## src/rtl/instr_loader_pkg.sv

```systemverilog
// rtl/instr_loader_pkg.sv - shared types and constants for the instruction loader
package instr_loader_pkg;

    typedef enum logic [2:0] {
        ST_IDLE   = 3'd0,
        ST_LEN_HI = 3'd1,
        ST_LEN_LO = 3'd2,
        ST_DATA   = 3'd3,
        ST_CHK    = 3'd4,
        ST_DONE   = 3'd5,
        ST_ERR    = 3'd6
    } loader_state_t;

    // System-map location of the instruction memory; the loader itself uses offsets only.
    localparam logic [31:0] ROM_BASE  = 32'hBFC00000;
    localparam int          ROM_BYTES = 4096;

endpackage

```

## src/rtl/instr_loader.sv

```systemverilog
// rtl/instr_loader.sv - byte-stream loader for the writable instruction memory
module instr_loader
    import instr_loader_pkg::*;
#(
    parameter int ROM_WIDTH  = 12,
    parameter int DATA_WIDTH = 32
) (
    input  logic                 clk,
    input  logic                 rst,
    input  logic                 start,
    input  logic                 rx_valid,
    input  logic [7:0]           rx_data,
    output logic                 rx_ready,
    output logic                 mem_we,
    output logic [ROM_WIDTH-1:0] mem_addr,
    output logic [7:0]           mem_wdata,
    output logic                 cpu_hold,
    output logic                 done,
    output logic                 err
);

    // Capacity and word alignment used to validate the announced length.
    localparam logic [31:0] CAPACITY   = 32'(1) << ROM_WIDTH;
    localparam logic [15:0] ALIGN_MASK = 16'(DATA_WIDTH / 8 - 1);

    loader_state_t state, state_next;

    logic [15:0]        len;
    logic [ROM_WIDTH:0] cnt;
    logic [ROM_WIDTH:0] cnt_next;
    logic [7:0]         xor_acc;
    logic               wr_valid;
    logic [ROM_WIDTH-1:0] wr_addr;
    logic [7:0]         wr_data;

    logic        accept;
    logic        begin_session;
    logic [15:0] len_full;
    logic        len_bad;
    logic        last_byte;

    assign rx_ready = (state == ST_LEN_HI) || (state == ST_LEN_LO) ||
                      (state == ST_DATA)   || (state == ST_CHK);
    assign accept   = rx_valid && rx_ready;
    assign begin_session = start &&
                      ((state == ST_IDLE) || (state == ST_DONE) || (state == ST_ERR));

    // Length as seen while the low byte is on the bus; the high byte is already held.
    assign len_full  = {len[15:8], rx_data};
    assign len_bad   = ({16'd0, len_full} > CAPACITY) || ((len_full & ALIGN_MASK) != 16'd0);
    assign cnt_next  = cnt + 1'b1;
    assign last_byte = (cnt_next == len[ROM_WIDTH:0]);

    assign mem_we    = wr_valid;
    assign mem_addr  = wr_addr;
    assign mem_wdata = wr_data;
    assign cpu_hold  = (state != ST_DONE);
    assign done      = (state == ST_DONE);
    assign err       = (state == ST_ERR);

    // State register.
    always_ff @(posedge clk) begin
        if (rst) begin
            state <= ST_IDLE;
        end else begin
            state <= state_next;
        end
    end

    // Next-state logic: start only from idle/terminal states, otherwise advance per accepted byte.
    always_comb begin
        state_next = state;
        case (state)
            ST_IDLE, ST_DONE, ST_ERR: begin
                if (start) state_next = ST_LEN_HI;
            end
            ST_LEN_HI: begin
                if (accept) state_next = ST_LEN_LO;
            end
            ST_LEN_LO: begin
                if (accept) begin
                    if (len_full == 16'd0) state_next = ST_CHK;
                    else if (len_bad)      state_next = ST_ERR;
                    else                   state_next = ST_DATA;
                end
            end
            ST_DATA: begin
                if (accept && last_byte) state_next = ST_CHK;
            end
            ST_CHK: begin
                if (accept) state_next = (rx_data == xor_acc) ? ST_DONE : ST_ERR;
            end
            default: state_next = ST_IDLE;
        endcase
    end

    // Length capture, byte counter, running checksum and the one-stage write register.
    always_ff @(posedge clk) begin
        if (rst) begin
            len      <= '0;
            cnt      <= '0;
            xor_acc  <= '0;
            wr_valid <= 1'b0;
            wr_addr  <= '0;
            wr_data  <= '0;
        end else begin
            wr_valid <= 1'b0;
            if (begin_session) begin
                cnt     <= '0;
                xor_acc <= '0;
            end
            if (accept) begin
                case (state)
                    ST_LEN_HI: len[15:8] <= rx_data;
                    ST_LEN_LO: len[7:0]  <= rx_data;
                    ST_DATA: begin
                        wr_valid <= 1'b1;
                        wr_addr  <= cnt[ROM_WIDTH-1:0];
                        wr_data  <= rx_data;
                        xor_acc  <= xor_acc ^ rx_data;
                        cnt      <= cnt_next;
                    end
                    default: ;
                endcase
            end
        end
    end

endmodule
```

## config.mk

```make
export PLATFORM = sky130hd
export DESIGN_NAME = instr_loader
export DESIGN_NICKNAME = d
export VERILOG_FILES = /design/src/rtl/instr_loader_pkg.sv /design/src/rtl/instr_loader.sv
export SDC_FILE = /design/constraint.sdc
export NUM_CORES = 1
export LEC_CHECK = 0
export CORE_ASPECT_RATIO = 0.8
export CORE_MARGIN = 3
export CORE_UTILIZATION = 45
export DETAILED_ROUTE_END_ITERATION = 16
export PLACE_DENSITY = 0.72
export SLEW_MARGIN = 10
export SYNTH_ARGS = -nofsm -noshare
export SYNTH_HDL_FRONTEND = slang
export SYNTH_SLANG_ARGS = --single-unit
```

## constraint.sdc

```tcl
create_clock -name clk -period 2.82 [get_ports clk]
set_input_delay 0.564 -clock clk [delete_from_list [all_inputs] [get_ports clk]]
set_output_delay 0.564 -clock clk [all_outputs]
set_load 0.02 [all_outputs]
```

==> flow_summary.yaml, run 1 <==
routing:
  post-route-drc-count: 0
  via_count: 3015
  first_pass_iters: 5
  vias_per_cell: 5.67
  ant_nets: 0
  first_iter_violations: 224
  wl_per_cell_um: 15.6
  wl_um: 8290
logic_synthesis:
  syn_inst: 408
  synth_compound_area_share_pct: 21.4
  ys_types: 61
  avgSynthCellArea_sq_um: 7.79
  synth.area.top_cells: "dfxtp_1 38%, nand2_1 11%, a21oi_1 6.8%"
  synth_top_area_share_pct: 38.4
  synthXorXnorAreaFrac_pct: 6.02
  synthMuxAreaShare_pct: 1.77
  synth-main-ff-cell: "dfxtp_1"
  syn-cell-area_sq_mm: 0.00318
  synth_top_family_by_area: "simple AND/OR/NAND/NOR gates"
  ys_warn_count: 0
  ys_seq_area_share_pct: 38.4
  synth_top_area_cell: "dfxtp_1"
  async_flop_share_pct: 0
  synth_edf_count: 0
  synthSimpleGateAreaFrac_pct: 26.0
  ys_ff_latch: 61
  synthAdderAreaFrac_pct: 0.394
  syn-num-nets: 421
worst_hold_path:
  min_path_cells: 2
  hold_class: "flip-flop to flip-flop"
  holdPathEnd: "mem_addr[9]$_SDFFE_PP0P_"
  hp-start: "mem_addr[9]$_SDFFE_PP0P_"
setup_path:
  startpoint_type: "flip-flop"
  cp_slowest_stage_delay_ps: 420
  worst_ep_arrival_time_ps: 2840
  r2r_slack_ps: 220
  crit_family: "multiplexers"
  critPathKind: "flip-flop to flip-flop"
  worstPathMaxFanout: 7
  required_ps: 3060
  rr_endpoint: "state[1]$_SDFFE_PP0P_"
  cp_slowest_cell: "dfxtp_2"
  r2r_start: "cnt[1]$_SDFF_PP0_"
  worst_r2r_path_depth: 7
  critPathCaptureType: "flip-flop"
  critPathBufInv: 0
  cp_cell_sequence: "ha_2 -> nand3_1 -> nor3_2 -> mux2_2 -> a221oi_1 -> a41oi_2 -> mux2_4"
global_route:
  antenna_found_initial: 0
  grt_max_degree: 32
  grt_pass1_wl_um: 13900
  grt_overflow_total: 0
  grt_pass1_vias: 2768
  track_usage_pct: 21.8
die:
  die_h_um: 81.2
  die_w_um: 100
  die_area_sq_mm: 0.00811
  pin_count: 37
  num_rows: 26
  core_sq_mm: 0.00660
  initial_core_util_pct: 48.1
power_and_ir_drop:
  vdd_drop_max_mv: 0.301
  leakage_nw: 1.32
  p_per_area_mw_per_mm2: 611
sta:
  clock-skew-final_ps: 9.75
  hold_viol_final: 0
  hold_slack_ps: 454
  grt_setup_unrepaired: "false"
  worst_pin_slew_ps: 796
  slew_headroom_pct: 46.8
  finalCritPeriodShare_pct: 92.4
  setup_violations: 0
  drv_slew: 0
  fmax_mhz: 384
  fin_crit_ps: 2600
  fin_tns_setup_ps: 0
cts:
  cts.htree.levels: 3
  clockBufferDepth: 2
  cts_made_buffers: 9
  cts_tree: "built"
  cts_hold_buf: 0
  cts_sinks: 61
  clk_latency_ps: 350
  clk_pin_slew_worst_paths_ps: 80
  cts_root_buffer: "clkbuf_8"
status:
  status: "completed"
finish:
  multi_input_area_sq_mm: 0.00178
  seq_area_sq_mm: 0.00122
  areaGrowthSynthToFinish_pct: 21.0
  fillers: 611
  layout_commonest_cell: "nand2_1"
  nets: 456
  final_cell_mix: "94 x nand2_1, 60 x dfxtp_1, 43 x a21oi_1"
  antenna_cells: 0
  drive_above_1_share_pct: 13.2
  fin_area_sq_mm: 0.00384
placement:
  portBuffers: 36
  gp_congestion: 0.921
  dpl-instance-area_sq_mm: 0.00363
  hpwlAfterDp_um: 5880
flow_run:
  drv_cap: 0
==> cell families after synthesis <==
kind of cell | after synthesis
AO/OA/AOI/OAI | 112
XOR/XNOR | 21
adder cells (fa/ha/maj) | 1
buffers and inverters | 39
flip-flops | 61
multiplexers | 5
AND/OR/NAND/NOR | 169
==> metrics by stage <==
step,worst slack (ps),total power [mW],utilization (%),std cells
6_report,215,2.35,58.2,532
5_1_grt,97.4,2.48,58.2,532
4_1_cts,74.5,2.35,58.1,532
3_5_place_dp,104,1.54,55.0,516
3_3_place_gp,104,1.54,55.0,516
2_1_floorplan,375,1.37,-,408
==> report_power, final <==
group	internal (mW)	switching (mW)
Sequential	0.915	0.0696
Clock	0.420	0.396
Combinational	0.243	0.305
Total	1.58	0.771
==> per-layer routing <==
layer  track usage [%]  routed length, um
met1              31.1               4050
met2              32.2               3560
met3              5.67                598
met4              6.82                 74
met5                 0                  0
==> state kept, by name, indices dropped and copies added (netlist names) <==
register,flops
len,16
xor_acc,8
state,3
mem_wdata,8
mem_addr,12
cnt,13
mem_we,1
==> layout make-up <==
class | instances | share of cell area [%]
clock inverters | 7 | 2.12
flip-flops and latches | 61 | 31.8
inverters | 7 | 0.683
clock buffers | 9 | 3.22
well taps | 84 | 2.73
multi-input cells | 308 | 46.2
repair buffers | 56 | 13.3
==> what timing repair did <==
action,in CTS,in global routing
endpoints found under the setup margin,0,1
setup buffers,0,0
resized for setup,0,2
==> how the worst max path moves through the flow <==
stage / from / endpoint / depth (start not counted)
2_1_floorplan: cnt[1]$_SDFF_PP0_ / state[1]$_SDFFE_PP0P_ / 7
3_3_place_gp: cnt[1]$_SDFF_PP0_ / state[1]$_SDFFE_PP0P_ / 7
3_5_place_dp: rx_valid / cnt[7]$_SDFF_PP0_ / 6
4_1_cts: cnt[1]$_SDFF_PP0_ / state[1]$_SDFFE_PP0P_ / 7
5_1_grt: cnt[1]$_SDFF_PP0_ / state[1]$_SDFFE_PP0P_ / 7
6_report: cnt[1]$_SDFF_PP0_ / state[1]$_SDFFE_PP0P_ / 7
==> Yosys cell counts (4+ instances only) <==
cell and number:
nor2_1 21, o31ai_1 7, dfxtp_1 61, or3_1 4, inv_1 6, a21oi_1 43
o21ai_0 37, and3_1 4, nand2_1 94, clkbuf_1 16, nand4_1 7, or2_2 4
xor2_1 6, buf_2 10, xnor2_1 14, nand3_1 5, nor3_1 6
==> worst register-to-register path: cells and delay by family (launching register included) <==
family,cells,cell delay (ps)
simple gates,2,500
flops,1,420
compound gates,2,600
fa+ha+maj,1,270
mux,2,690
(Power assumes the default switching activity.)
==> inputs of run 2 (changes only) <==
--- a/config.mk
+++ b/config.mk
@@ -5,11 +5,12 @@
 export SDC_FILE = /design/constraint.sdc
 export NUM_CORES = 1
 export LEC_CHECK = 0
+export ABC_CLOCK_PERIOD_IN_PS = 2820
 export CORE_ASPECT_RATIO = 0.8
 export CORE_MARGIN = 3
-export CORE_UTILIZATION = 45
+export CORE_UTILIZATION = 25
 export DETAILED_ROUTE_END_ITERATION = 16
-export PLACE_DENSITY = 0.72
+export PLACE_DENSITY = 0.48
 export SLEW_MARGIN = 10
 export SYNTH_ARGS = -nofsm -noshare
 export SYNTH_HDL_FRONTEND = slang
==> run 2 against run 1 <==
Die area grew 74%; flip-flop and latch count did not move; fmax about the same; worst setup slack better by 1.9 ps; highest routed layer unchanged; register-to-register slack about the same; hold slack better by 0.61 ps; critical path depth is the same; non-clock buffer count up 3.
==> flow_summary.yaml, run 2 (same netlist as run 1, synthesis figures left out) <==
placement:
  hpwlAfterDp_um: 6730
  portBuffers: 36
  gp_congestion: 0.849
sta:
  fin_crit_ps: 2600
  fmax_mhz: 384
  hold_viol_final: 0
  grt_setup_unrepaired: "false"
  fin_tns_setup_ps: 0
  drv_slew: 0
  slew_headroom_pct: 45.8
  clock-skew-final_ps: 9.46
  worst_pin_slew_ps: 812
  setup_violations: 0
  finalCritPeriodShare_pct: 92.3
routing:
  post-route-drc-count: 0
  ant_nets: 0
  wl_per_cell_um: 14.9
  wl_um: 9280
  first_iter_violations: 173
  first_pass_iters: 4
  via_count: 2930
  vias_per_cell: 4.71
cts:
  cts_root_buffer: "clkbuf_16"
  clockBufferDepth: 2
  clk_pin_slew_worst_paths_ps: 50
  cts_tree: "built"
  cts_sinks: 61
  clk_latency_ps: 330
  cts.htree.levels: 3
  cts_made_buffers: 9
power_and_ir_drop:
  leakage_nw: 1.39
  p_per_area_mw_per_mm2: 677
  vdd_drop_max_mv: 0.332
worst_hold_path:
  hold_class: "flip-flop to flip-flop"
  min_path_cells: 2
  hp-start: "mem_addr[3]$_SDFFE_PP0P_"
  holdPathEnd: "mem_addr[3]$_SDFFE_PP0P_"
finish:
  nets: 459
  layout_commonest_cell: "nand2_1"
  fillers: 1304
  largest_register_ffs: 16
  largest_register: "len"
  areaGrowthSynthToFinish_pct: 29.1
  drive_above_1_share_pct: 13.7
  antenna_cells: 0
  final_cell_mix: "94 x nand2_1, 60 x dfxtp_1, 43 x a21oi_1"
  fin_util_pct: 33.4
die:
  die_w_um: 132
  core_sq_mm: 0.0123
  initial_core_util_pct: 25.8
  die_h_um: 107
  die_area_sq_mm: 0.0141
  pin_count: 37
  num_rows: 36
setup_path:
  worstPathMaxFanout: 7
  rr_endpoint: "state[1]$_SDFFE_PP0P_"
  r2r_start: "cnt[1]$_SDFF_PP0_"
  critPathCaptureType: "flip-flop"
  startpoint_type: "flip-flop"
  worst_ep_arrival_time_ps: 2820
  critPathKind: "flip-flop to flip-flop"
  worst_r2r_path_depth: 7
  required_ps: 3040
  r2r_slack_ps: 220
global_route:
  track_usage_pct: 13.9
  grt_max_degree: 34
  grt_pass1_wl_um: 15500
  grt_pass1_vias: 2945
  antenna_found_initial: 0
  grt_overflow_total: 0
status:
  status: "completed"
flow_run:
  drv_cap: 0
==> run 2: cell types whose count changed in the layout (fill, tap and decap cells not counted), sizes merged <==
cell,previous run,this run
buf,20,23
clkbuf,9,10
inv,10,9
bufinv,1,2
clkinv,2,1
==> run 2: final cells by class <==
cell class,count,area (sq um),area share (%)
clock inverter,6,93.8,2.29
sequential,61,1220,29.8
inverter,7,26.3,0.640
clock buffer,10,239,5.82
tap,171,214,5.21
multi-input combinational,308,1780,43.3
timing repair buffer,59,533,13.0
==> run 2: repair_timing <==
action / CTS / global route
buffers inserted: 0 / 0
endpoints found under the setup margin: 0 / 2
hold buffers: 0 / 0
gates resized for setup: 0 / 2
==> run 2: worst max-delay path by stage <==
| stage | from | to | slack [ps] | depth (start not counted) |
|---|---|---|---|---|
| final | cnt[1]$_SDFF_PP0_ | state[1]$_SDFFE_PP0P_ | 220 | 7 |
| after global placement | cnt[1]$_SDFF_PP0_ | state[1]$_SDFFE_PP0P_ | 100 | 7 |
| after global routing | cnt[2]$_SDFF_PP0_ | state[1]$_SDFFE_PP0P_ | 20 | 6 |
| after detailed placement | cnt[1]$_SDFF_PP0_ | state[1]$_SDFFE_PP0P_ | 90 | 7 |
| after CTS | cnt[1]$_SDFF_PP0_ | state[1]$_SDFFE_PP0P_ | 60 | 7 |
| after floorplan | cnt[1]$_SDFF_PP0_ | state[1]$_SDFFE_PP0P_ | 370 | 7 |
==> run 2: metrics by stage <==
stage	instances	power [mW]	setup WS, ps	area [sq um]	hold WS [ps]
floorplan	408	1.37	375	3180	436
global placement	606	1.55	105	3760	445
CTS	622	2.80	61.2	4090	456
detailed placement	606	1.55	90.5	3760	448
finish	622	2.78	217	4100	455
global route	622	2.92	24.7	4100	483
==> run 2: where the power goes <==
group	switching [mW]	total (mW)	internal (mW)
logic	0.308	0.556	0.248
registers	0.0701	0.986	0.916
clock network	0.432	1.24	0.805
==> run 2: layer usage <==
metal / vias to the layer above / track usage [%] / part of all wire, %
li1: 1497 / - / -
met1: 1383 / 19.1 / 50
met2: 42 / 21.8 / 46
met3: 8 / 2.49 / 3.1
met4: 0 / 5.55 / 1.2
met5: - / 0 / 0
==> run 2: critical path, stage by stage (launching register included) <==
cell and delay (ps):
dfxtp_2 410, ha_2 270, nand3_1 240, nor3_2 290, mux2_2 360, a221oi_1 360
a41oi_2 230, mux2_4 330
